### config.mk
export PLATFORM = sky130hd
export DESIGN_NAME = ps2_rx_fifo
export DESIGN_NICKNAME = d
export VERILOG_FILES = /design/src/rtl/ps2_rx_fifo.sv
export SDC_FILE = /design/constraint.sdc
export NUM_CORES = 1
export LEC_CHECK = 0
export ABC_AREA = 1
export BUFFER_PORTS_ARGS = -buffer_cell sky130_fd_sc_hd__buf_2
export CAP_MARGIN = 20
export CORE_MARGIN = 2
export CORE_UTILIZATION = 30
export CTS_CLUSTER_DIAMETER = 50
export DETAILED_ROUTE_END_ITERATION = 10
export GPL_TIMING_DRIVEN = 0
export HOLD_SLACK_MARGIN = 0.03
export SLEW_MARGIN = 20
export SYNTH_ARGS = -nofsm -noshare
export SYNTH_HDL_FRONTEND = slang
export SYNTH_SLANG_ARGS = --single-unit
### constraint.sdc
create_clock -name clk -period 3.7 [get_ports clk]
set_input_delay 0.37 -clock clk [delete_from_list [all_inputs] [get_ports clk]]
set_output_delay 0.37 -clock clk [all_outputs]
set_load 0.05 [all_outputs]
### src/rtl/ps2_rx_fifo.sv
// PS/2 receiver with glitch filter, frame checker, optional E0/F0 prefix
// folding and a show-ahead scan-code FIFO. Single clock domain.
module ps2_rx_fifo #(
  parameter int FIFO_DEPTH  = 8,
  parameter int FILTER_LEN  = 4,
  parameter int TIMEOUT_CYC = 20000,
  parameter int DECODE_MODE = 0
) (
  input  logic                          clk,
  input  logic                          resetn,
  input  logic                          ps2_clk,
  input  logic                          ps2_data,
  output logic                          out_valid,
  input  logic                          out_ready,
  output logic [7:0]                    out_data,
  output logic                          out_ext,
  output logic                          out_break,
  output logic [$clog2(FIFO_DEPTH):0]   level,
  output logic                          overflow,
  output logic                          parity_err,
  output logic                          frame_err
);

  localparam int AW = $clog2(FIFO_DEPTH);
  localparam int LW = AW + 1;
  localparam int FW = $clog2(FILTER_LEN + 1);
  localparam int TW = $clog2(TIMEOUT_CYC + 1);

  localparam logic [1:0] ST_IDLE   = 2'd0;
  localparam logic [1:0] ST_DATA   = 2'd1;
  localparam logic [1:0] ST_PARITY = 2'd2;
  localparam logic [1:0] ST_STOP   = 2'd3;

  // PS/2 uses odd parity: data plus parity bit must hold an odd number of ones
  function automatic logic odd_parity_ok(input logic [8:0] v);
    return ^v;
  endfunction

  logic          clk_meta_r, clk_sync_r, data_meta_r, data_sync_r;
  logic          filt_clk_r, filt_d_r;
  logic [FW-1:0] filt_cnt_r;
  logic          sample_s, timeout_s;
  logic [1:0]    state_r;
  logic [2:0]    bit_cnt_r;
  logic [7:0]    shift_r;
  logic          par_r;
  logic [TW-1:0] to_cnt_r;
  logic          good_r;
  logic [7:0]    byte_r;
  logic          perr_r, ferr_r;
  logic          ext_pend_r, brk_pend_r;
  logic          push_s;
  logic [9:0]    push_word_s;
  logic [9:0]    mem_r [FIFO_DEPTH];
  logic [AW-1:0] wr_ptr_r, rd_ptr_r, rd_next_s;
  logic [LW-1:0] level_r, level_next_s;
  logic          full_s, pop_s, wr_s, ovf_s;
  logic          out_valid_r, overflow_r;
  logic [9:0]    head_r, head_next_s;

  // Two-flop synchronisers for both PS/2 lines (idle-high)
  always_ff @(posedge clk) begin
    if (resetn) begin
      clk_meta_r  <= 1'b1;
      clk_sync_r  <= 1'b1;
      data_meta_r <= 1'b1;
      data_sync_r <= 1'b1;
    end else begin
      clk_meta_r  <= ps2_clk;
      clk_sync_r  <= clk_meta_r;
      data_meta_r <= ps2_data;
      data_sync_r <= data_meta_r;
    end
  end

  // Glitch filter: accept a new clock level only after FILTER_LEN differing cycles
  always_ff @(posedge clk) begin
    if (resetn) begin
      filt_clk_r <= 1'b1;
      filt_d_r   <= 1'b1;
      filt_cnt_r <= {FW{1'b0}};
    end else begin
      filt_d_r <= filt_clk_r;
      if (clk_sync_r != filt_clk_r) begin
        if (filt_cnt_r == FW'(FILTER_LEN - 1)) begin
          filt_clk_r <= clk_sync_r;
          filt_cnt_r <= {FW{1'b0}};
        end else begin
          filt_cnt_r <= filt_cnt_r + FW'(1);
        end
      end else begin
        filt_cnt_r <= {FW{1'b0}};
      end
    end
  end

  assign sample_s  = filt_d_r & ~filt_clk_r;
  assign timeout_s = (state_r != ST_IDLE) && !sample_s &&
                     (to_cnt_r == TW'(TIMEOUT_CYC - 1));

  // Frame receiver: start/data/parity/stop, judged at the stop bit
  always_ff @(posedge clk) begin
    if (resetn) begin
      state_r   <= ST_IDLE;
      bit_cnt_r <= 3'd0;
      shift_r   <= 8'h00;
      par_r     <= 1'b0;
      to_cnt_r  <= {TW{1'b0}};
      good_r    <= 1'b0;
      byte_r    <= 8'h00;
      perr_r    <= 1'b0;
      ferr_r    <= 1'b0;
    end else begin
      good_r <= 1'b0;
      perr_r <= 1'b0;
      ferr_r <= 1'b0;
      if (timeout_s) begin
        state_r  <= ST_IDLE;
        ferr_r   <= 1'b1;
        to_cnt_r <= {TW{1'b0}};
      end else begin
        if ((state_r == ST_IDLE) || sample_s) begin
          to_cnt_r <= {TW{1'b0}};
        end else begin
          to_cnt_r <= to_cnt_r + TW'(1);
        end
        if (sample_s) begin
          case (state_r)
            ST_IDLE: begin
              if (!data_sync_r) begin
                state_r   <= ST_DATA;
                bit_cnt_r <= 3'd0;
              end else begin
                state_r <= ST_IDLE;
              end
            end
            ST_DATA: begin
              shift_r <= {data_sync_r, shift_r[7:1]};
              if (bit_cnt_r == 3'd7) begin
                state_r <= ST_PARITY;
              end else begin
                bit_cnt_r <= bit_cnt_r + 3'd1;
              end
            end
            ST_PARITY: begin
              par_r   <= data_sync_r;
              state_r <= ST_STOP;
            end
            ST_STOP: begin
              state_r <= ST_IDLE;
              if (!data_sync_r) begin
                ferr_r <= 1'b1;
              end else if (!odd_parity_ok({par_r, shift_r})) begin
                perr_r <= 1'b1;
              end else begin
                good_r <= 1'b1;
                byte_r <= shift_r;
              end
            end
            default: state_r <= ST_IDLE;
          endcase
        end
      end
    end
  end

  // Decide whether a good byte is pushed and with which prefix flags
  always_comb begin
    push_s      = 1'b0;
    push_word_s = {ext_pend_r, brk_pend_r, byte_r};
    if (good_r) begin
      if (DECODE_MODE == 0) begin
        push_s      = 1'b1;
        push_word_s = {2'b00, byte_r};
      end else if ((byte_r == 8'hE0) || (byte_r == 8'hF0)) begin
        push_s = 1'b0;
      end else begin
        push_s = 1'b1;
      end
    end else begin
      push_s = 1'b0;
    end
  end

  // Prefix flags: set by E0/F0, consumed by the next pushed byte, dropped on error
  always_ff @(posedge clk) begin
    if (resetn) begin
      ext_pend_r <= 1'b0;
      brk_pend_r <= 1'b0;
    end else if (perr_r || ferr_r) begin
      ext_pend_r <= 1'b0;
      brk_pend_r <= 1'b0;
    end else if (good_r && (DECODE_MODE != 0)) begin
      if (byte_r == 8'hE0) begin
        ext_pend_r <= 1'b1;
      end else if (byte_r == 8'hF0) begin
        brk_pend_r <= 1'b1;
      end else begin
        ext_pend_r <= 1'b0;
        brk_pend_r <= 1'b0;
      end
    end
  end

  assign full_s = (level_r == LW'(FIFO_DEPTH));
  assign pop_s  = out_valid_r & out_ready;
  assign wr_s   = push_s & (~full_s | pop_s);
  assign ovf_s  = push_s & full_s & ~pop_s;

  // Next occupancy, read pointer and head entry (head forwarded when written into the new head slot)
  always_comb begin
    case ({wr_s, pop_s})
      2'b10:   level_next_s = level_r + LW'(1);
      2'b01:   level_next_s = level_r - LW'(1);
      default: level_next_s = level_r;
    endcase
    if (pop_s) begin
      rd_next_s = rd_ptr_r + AW'(1);
    end else begin
      rd_next_s = rd_ptr_r;
    end
    if (wr_s && (wr_ptr_r == rd_next_s)) begin
      head_next_s = push_word_s;
    end else begin
      head_next_s = mem_r[rd_next_s];
    end
  end

  // FIFO storage write
  always_ff @(posedge clk) begin
    if (wr_s) begin
      mem_r[wr_ptr_r] <= push_word_s;
    end
  end

  // FIFO pointers, occupancy, registered head and sticky overflow
  always_ff @(posedge clk) begin
    if (resetn) begin
      wr_ptr_r    <= {AW{1'b0}};
      rd_ptr_r    <= {AW{1'b0}};
      level_r     <= {LW{1'b0}};
      out_valid_r <= 1'b0;
      head_r      <= 10'h000;
      overflow_r  <= 1'b0;
    end else begin
      if (wr_s) begin
        wr_ptr_r <= wr_ptr_r + AW'(1);
      end
      rd_ptr_r    <= rd_next_s;
      level_r     <= level_next_s;
      out_valid_r <= (level_next_s != {LW{1'b0}});
      head_r      <= head_next_s;
      if (ovf_s) begin
        overflow_r <= 1'b1;
      end
    end
  end

  assign out_valid  = out_valid_r;
  assign out_data   = head_r[7:0];
  assign out_ext    = head_r[9];
  assign out_break  = head_r[8];
  assign level      = level_r;
  assign overflow   = overflow_r;
  assign parity_err = perr_r;
  assign frame_err  = ferr_r;

endmodule

## After elaboration in Yosys (flattened, before gate mapping)

Memory sizes are Yosys's and may differ from the RTL's. A register that Yosys moved wholly into a read port is not among the register bits.
Cells that the tools add are included.

- Register bits: 63
- Bits in latches: 0
- RAM bits: 64
- Memory bits (read-only): 0
- Input port bits: 5
- Output and inout bits: 18
- Word-level logic and storage cells: 96
- Memories kept: 1

Memory list:

| name | words | bits a word | rd ports | clocked after Yosys merged registers in | wr ports | line | text |
|---|---|---|---|---|---|---|---|
| mem_r | 8 | 8 | 1 | 1 | 1 | 54 | `logic [9:0] mem_r [FIFO_DEPTH];` |

- $add $sub $neg: 7
- Multiply operators: 0
- Div/mod/pow operators: 0
- Order comparisons: 0
- Equal/unequal tests: 14
- Shift-type cells: 0
- Muxes and demuxes: 17
- Bitwise gates (word level): 14
- Reduce and logical (&&, ||, !) cells: 21

Operators by type and width:

| operator | count |
|---|---|
| adder 15 x 1 -> 15 bit, second input constant | 1 |
| == test 15 bit, second input constant | 1 |
| adder 3 x 1 -> 3 bit, second input constant | 4 |
| two-way mux 1 bit | 10 |
| AND reduction 5 bit | 2 |
| two-way mux 3 bit | 3 |
| parity 9 bit | 1 |
| NOT 1 bit | 8 |
| case mux 2 bit (4 select lines) | 1 |
| case mux 4 bit (2 select lines) | 1 |
| == test 2 bit, second input constant | 3 |
| inequality test 2 bit, second input constant | 3 |
| case mux 3 bit (2 select lines) | 1 |
| AND reduction 3 bit | 2 |
| OR reduction 3 bit | 2 |
| AND 1 bit | 5 |
| OR reduction 5 bit | 1 |
| adder 4 x 1 -> 4 bit, second input constant | 1 |
| == test 2 x 1 -> 1 bit, second input constant | 2 |
| == test 4 bit, second input constant | 1 |
| AND reduction 2 bit | 2 |
| nonzero test 2 bit | 2 |
| nonzero test 4 bit | 1 |
| OR reduction 2 bit | 2 |
| other kinds (11) | 13 |

## Longest topological paths before layout

- Depth after elaboration: 7
- Depth in mapped cells: 13
- Depth with buffers taken out: 13

## Worst setup path before layout

No wires, ideal clock.

- Path type: reg-to-reg
- Start: register out_valid_r (netlist: out_valid)
- End: memory mem_r[5][0] in the netlist's numbering, enable pin
- Setup time: 0.370 ns
- Arrival time: 1.866 ns
- Data required time: 3.330 ns
- Slack: 1.464 ns
- Cell stages (with the launch flop): 9
- Buffers on the path: 0
- Period minus slack after synthesis: 2.236 ns
- Path through: dfxtp_1 -> nand2_4 -> inv_4 -> nor2_1 -> nor2_2 -> inv_1 -> nor2_1 -> inv_1 -> nor2_1

- Longest elaborated chain between the ends: 5

RTL lines:

| what | line | text |
|---|---|---|
| start, declared | 58 | `logic out_valid_r, overflow_r;` |
| start signal, assigned | 251 | `out_valid_r <= (level_next_s != {LW{1'b0}});` |
| AND 1 bit | 206 | `assign pop_s = out_valid_r & out_ready;` |
| bitwise OR 1 bit | 207 | `assign wr_s = push_s & (~full_s \| pop_s);` |
| AND 1 bit | 207 |  |
| two-way mux 1 bit | 231 | `if (wr_s) begin` |
| two-way mux 1 bit (implied by the code) | 232 | `mem_r[wr_ptr_r] <= push_word_s;` |
| end, declared | 54 |  |

Every way passes these cells.

## Worst setup path in the final report

- Start: register out_valid_r (netlist: out_valid)
- End: memory mem_r[7][7] in the netlist's numbering, enable pin

Same word-level chain as after synthesis.

==> impl_metrics.env <==
export IMPL_synth_cells=647
export IMPL_insertedDiodeCount=0
export IMPL_maxCapViolations=0
export IMPL_drive_above_1_share=0.114
export IMPL_crit_chain="nand2_4 -> inv_4 -> nor2_1 -> nor2_2 -> inv_1 -> nor2_1 -> inv_1 -> nor2_1"
export IMPL_path_common_cell="nor2_1"
export IMPL_postCtsSetupBuffers=0
export IMPL_clk_latency_ps=410
export IMPL_overflow=0
export IMPL_start_kind="flop"
export IMPL_crit_buf_inv=3
export IMPL_syn_area_mm2=0.00577
export IMPL_dp_hpwl_um=8180
export IMPL_clockBufferDepth=2
export IMPL_antenna_found_initial=0
export IMPL_core_mm2=0.0188
export IMPL_ys_warnings_count=0
export IMPL_grt_pass1_wl_um=19900
export IMPL_drtPass1Iterations=5
export IMPL_fin_util=0.359
export IMPL_grt_usage=0.126
export IMPL_yosysTopAreaCell="edfxtp_1"
export IMPL_p_clk_frac=0.507
export IMPL_power_frac_comb=0.009
export IMPL_leakage_uw=0.00273
export IMPL_fp_dieH_um=143
export IMPL_worst_slack_ps=1440
export IMPL_cts_sinks=133
export IMPL_synthTopCellsByArea="edfxtp_1 33%, dfxtp_1 24%, nand2_1 11%"
export IMPL_r2r_end="mem_r[7][7]"
export IMPL_worstReg2RegStart="out_valid"
export IMPL_fin_tns_setup_ps=0
export IMPL_min_delay_path_depth=2
export IMPL_htree_levels=4
export IMPL_ys_flop_type="dfxtp_1"
export IMPL_p_sw_uw=639
export IMPL_irDropWorstVdd_v=0.000294
export IMPL_cts_buffers=17
export IMPL_synth_seq_area_share=0.573
export IMPL_ys_async_sr_fraction=0
export IMPL_portBuffers=20
export IMPL_timing_fmax_mhz=442
export IMPL_startpoint="out_valid"
export IMPL_die_area_mm2=0.0203
export IMPL_criticalPathCategory="reg2reg"
export IMPL_synth_edff_count=64
export IMPL_wl_per_cell_um=12.8
export IMPL_netSwitchingFraction=0.202
export IMPL_postCtsHoldBufs=0
export IMPL_seq_power_share=0.484
export IMPL_cp_num_cells=8
export IMPL_min_period_over_period=0.611
export IMPL_worstMarginPinSlew_ps=765
export IMPL_worst_path_max_fanout=8
export IMPL_ff2ff_setup_slack_ps=1440
export IMPL_crit_path_top_delay_cell="nor2_1"
export IMPL_yosysTopAreaCellShare=0.333
export IMPL_critPathTopFamily="simple AND/OR/NAND/NOR gates"
export IMPL_multi_input_area_mm2=0.00212
export IMPL_crit_required_ps=3740
export IMPL_layout_min_cycle_time_ps=2260
export IMPL_rows=50
export IMPL_regArea_mm2=0.00330
export IMPL_p_per_area_mw_per_mm2=470
export IMPL_drtAntennaViolNets=0
export IMPL_reg2regPathDepth=8
export IMPL_routabilityCongestion=0.871
export IMPL_hold_path_class="in2reg"
export IMPL_cp_endpoint="mem_r[7][7]"
export IMPL_drt_iter0_markers=237
export IMPL_critPathCaptureType="flop"
export IMPL_cp_slowest_stage_delay_ps=560
export IMPL_cts_clk_slew_worst_paths_ps=50
export IMPL_wl_um=12000
export IMPL_io_pins=23
export IMPL_vias=4124
export IMPL_syn2layout_area_growth_pct=16.7
export IMPL_cts_tree="done"
export IMPL_rsz0062_at_grt="false"
export IMPL_grt_pass1_vias=3943
export IMPL_finalHoldViolCount=0
export IMPL_status="finished, final reports clean"
export IMPL_cts_resized=0
export IMPL_worst_clock_skew_ps=10.1
export IMPL_n_fill_cell=1911
export IMPL_nNetsFinal=705
export IMPL_drv_slew=0
export IMPL_pre_cts_slack_ps=1330
export IMPL_initial_core_util=0.307
export IMPL_relSlewSlack=0.488
export IMPL_clock_root_buffer="clkbuf_16"
export IMPL_p_int_uw=2530
export IMPL_worst_ep_arrival_time_ps=2300
export IMPL_yosysUniqueCellTypes=36
export IMPL_via_per_inst=4.42
export IMPL_die_w_um=143
export IMPL_finalSetupViolCount=0
export IMPL_drc=0
export IMPL_grt_max_degree=17
export IMPL_postSynthAreaPerCell_um2=8.91
export IMPL_synth_seq_cells=133
==> through the flow <==
stage | cells | cell area (um2) | hold slack, ps | total power [uW]
3_3_place_gp | 902 | 6160 | 393 | 1590
3_5_place_dp | 902 | 6160 | 394 | 1590
4_1_cts | 934 | 6730 | 126 | 3200
2_1_floorplan | 648 | 5770 | 389 | 1580
5_1_grt | 934 | 6730 | 130 | 3270
6_report | 934 | 6730 | 144 | 3160
==> Yosys cell counts (2+ instances only) <==
cell / instances
a21oi_1: 32
buf_2: 10
buf_4: 2
clkbuf_1: 8
dfxtp_1: 69
edfxtp_1: 64
ha_1: 13
inv_1: 61
nand2_1: 171
nand2_4: 2
nand3_1: 58
nand3_2: 2
nand4_1: 5
nor2_1: 85
nor3_1: 3
nor4_1: 2
o211ai_1: 3
o21ai_0: 10
o21ai_1: 8
or2_2: 5
xnor2_1: 6
xor2_1: 13
xor2_2: 2
==> power by group through the flow <==
stage / logic (uW) / clock network, uW / registers, uW
floorplan: 19.9 / 0 / 1560
global placement: 28.8 / 0 / 1560
finish: 28.9 / 1600 / 1530
detailed placement: 29.3 / 0 / 1560
CTS: 29.5 / 1630 / 1530
global route: 32.3 / 1700 / 1530
==> worst register-to-register path, delay by kind of cell (launching register included) <==
family                 cells  cell delay, ps
DFF                        1             410
buffers and inverters      3             340
and+or+nand+nor            5            1130
==> sequential cells by signal, summed over array words and instances (netlist names), 2 cells and up <==
signal and cells:
to_cnt_r 15, state_r 2, rd_ptr_r 3, head_r 8, byte_r 8, level 4
wr_ptr_r 3, filt_cnt_r 3, bit_cnt_r 3, mem_r 64, shift_r 8
==> per-layer routing <==
| layer | track usage | vias up | share of wire |
|---|---|---|---|
| li1 | - | 2179 | - |
| met1 | 0.164 | 1873 | 0.49 |
| met2 | 0.204 | 65 | 0.47 |
| met3 | 0.0322 | 7 | 0.037 |
| met4 | 0.0479 | 0 | 0.0097 |
| met5 | 0 | - | 0 |
==> cell usage in the layout (no fill, tap or decap), types with 2 or more instances in the layout <==
cell | netlist | final
nor2_1 | 85 | 85
nor3_1 | 3 | 3
nand2_4 | 2 | 2
clkinv_1 | 1 | 3
nand3_2 | 2 | 2
xor2_1 | 13 | 13
buf_4 | 2 | 2
xnor2_1 | 6 | 6
xor2_2 | 2 | 2
or2_2 | 5 | 5
nand4_1 | 5 | 5
o211ai_1 | 3 | 3
nand2_1 | 171 | 171
o21ai_0 | 10 | 10
clkbuf_1 | 8 | 10
inv_1 | 61 | 61
nor4_1 | 2 | 2
o21ai_1 | 8 | 8
nand3_1 | 58 | 58
clkbuf_16 | 0 | 17
bufinv_16 | 0 | 2
clkinvlp_4 | 0 | 6
edfxtp_1 | 64 | 64
conb_1 | 1 | 2
buf_2 | 10 | 30
dfxtp_1 | 69 | 69
a21oi_1 | 32 | 32
ha_1 | 13 | 13
==> worst min path at each step <==
| stage | startpoint | end |
|---|---|---|
| after global placement | data_meta_r | data_sync_r |
| after global routing | ps2_clk | clk_meta_r |
| after detailed placement | clk_meta_r | clk_sync_r |
| final | ps2_data | data_meta_r |
| after CTS | ps2_data | data_meta_r |
| after floorplan | clk_meta_r | clk_sync_r |
==> cell families after synthesis <==
| kind of cell | after synthesis | share of synthesized area |
|---|---|---|
| muxes | 1 | 0.00195 |
| buffers and inverters | 84 | 0.0599 |
| adders and majority gates | 13 | 0.0282 |
| and+or+nand+nor | 337 | 0.247 |
| AOI/OAI and AO/OA | 56 | 0.0519 |
| DFF | 133 | 0.573 |
| other | 1 | 0.000650 |
| xor gates and xnor gates | 22 | 0.0373 |
==> cell type report <==
| class | instances | share of cell area |
|---|---|---|
| Multi-Input combinational cell | 431 | 0.315 |
| Clock buffer | 19 | 0.0643 |
| Clock inverter | 13 | 0.0201 |
| Tap cell | 234 | 0.0435 |
| Sequential cell | 133 | 0.491 |
| Inverter | 63 | 0.0355 |
| Timing Repair Buffer | 20 | 0.0149 |
| Buffer | 21 | 0.0158 |
(Power assumes the default switching activity.)
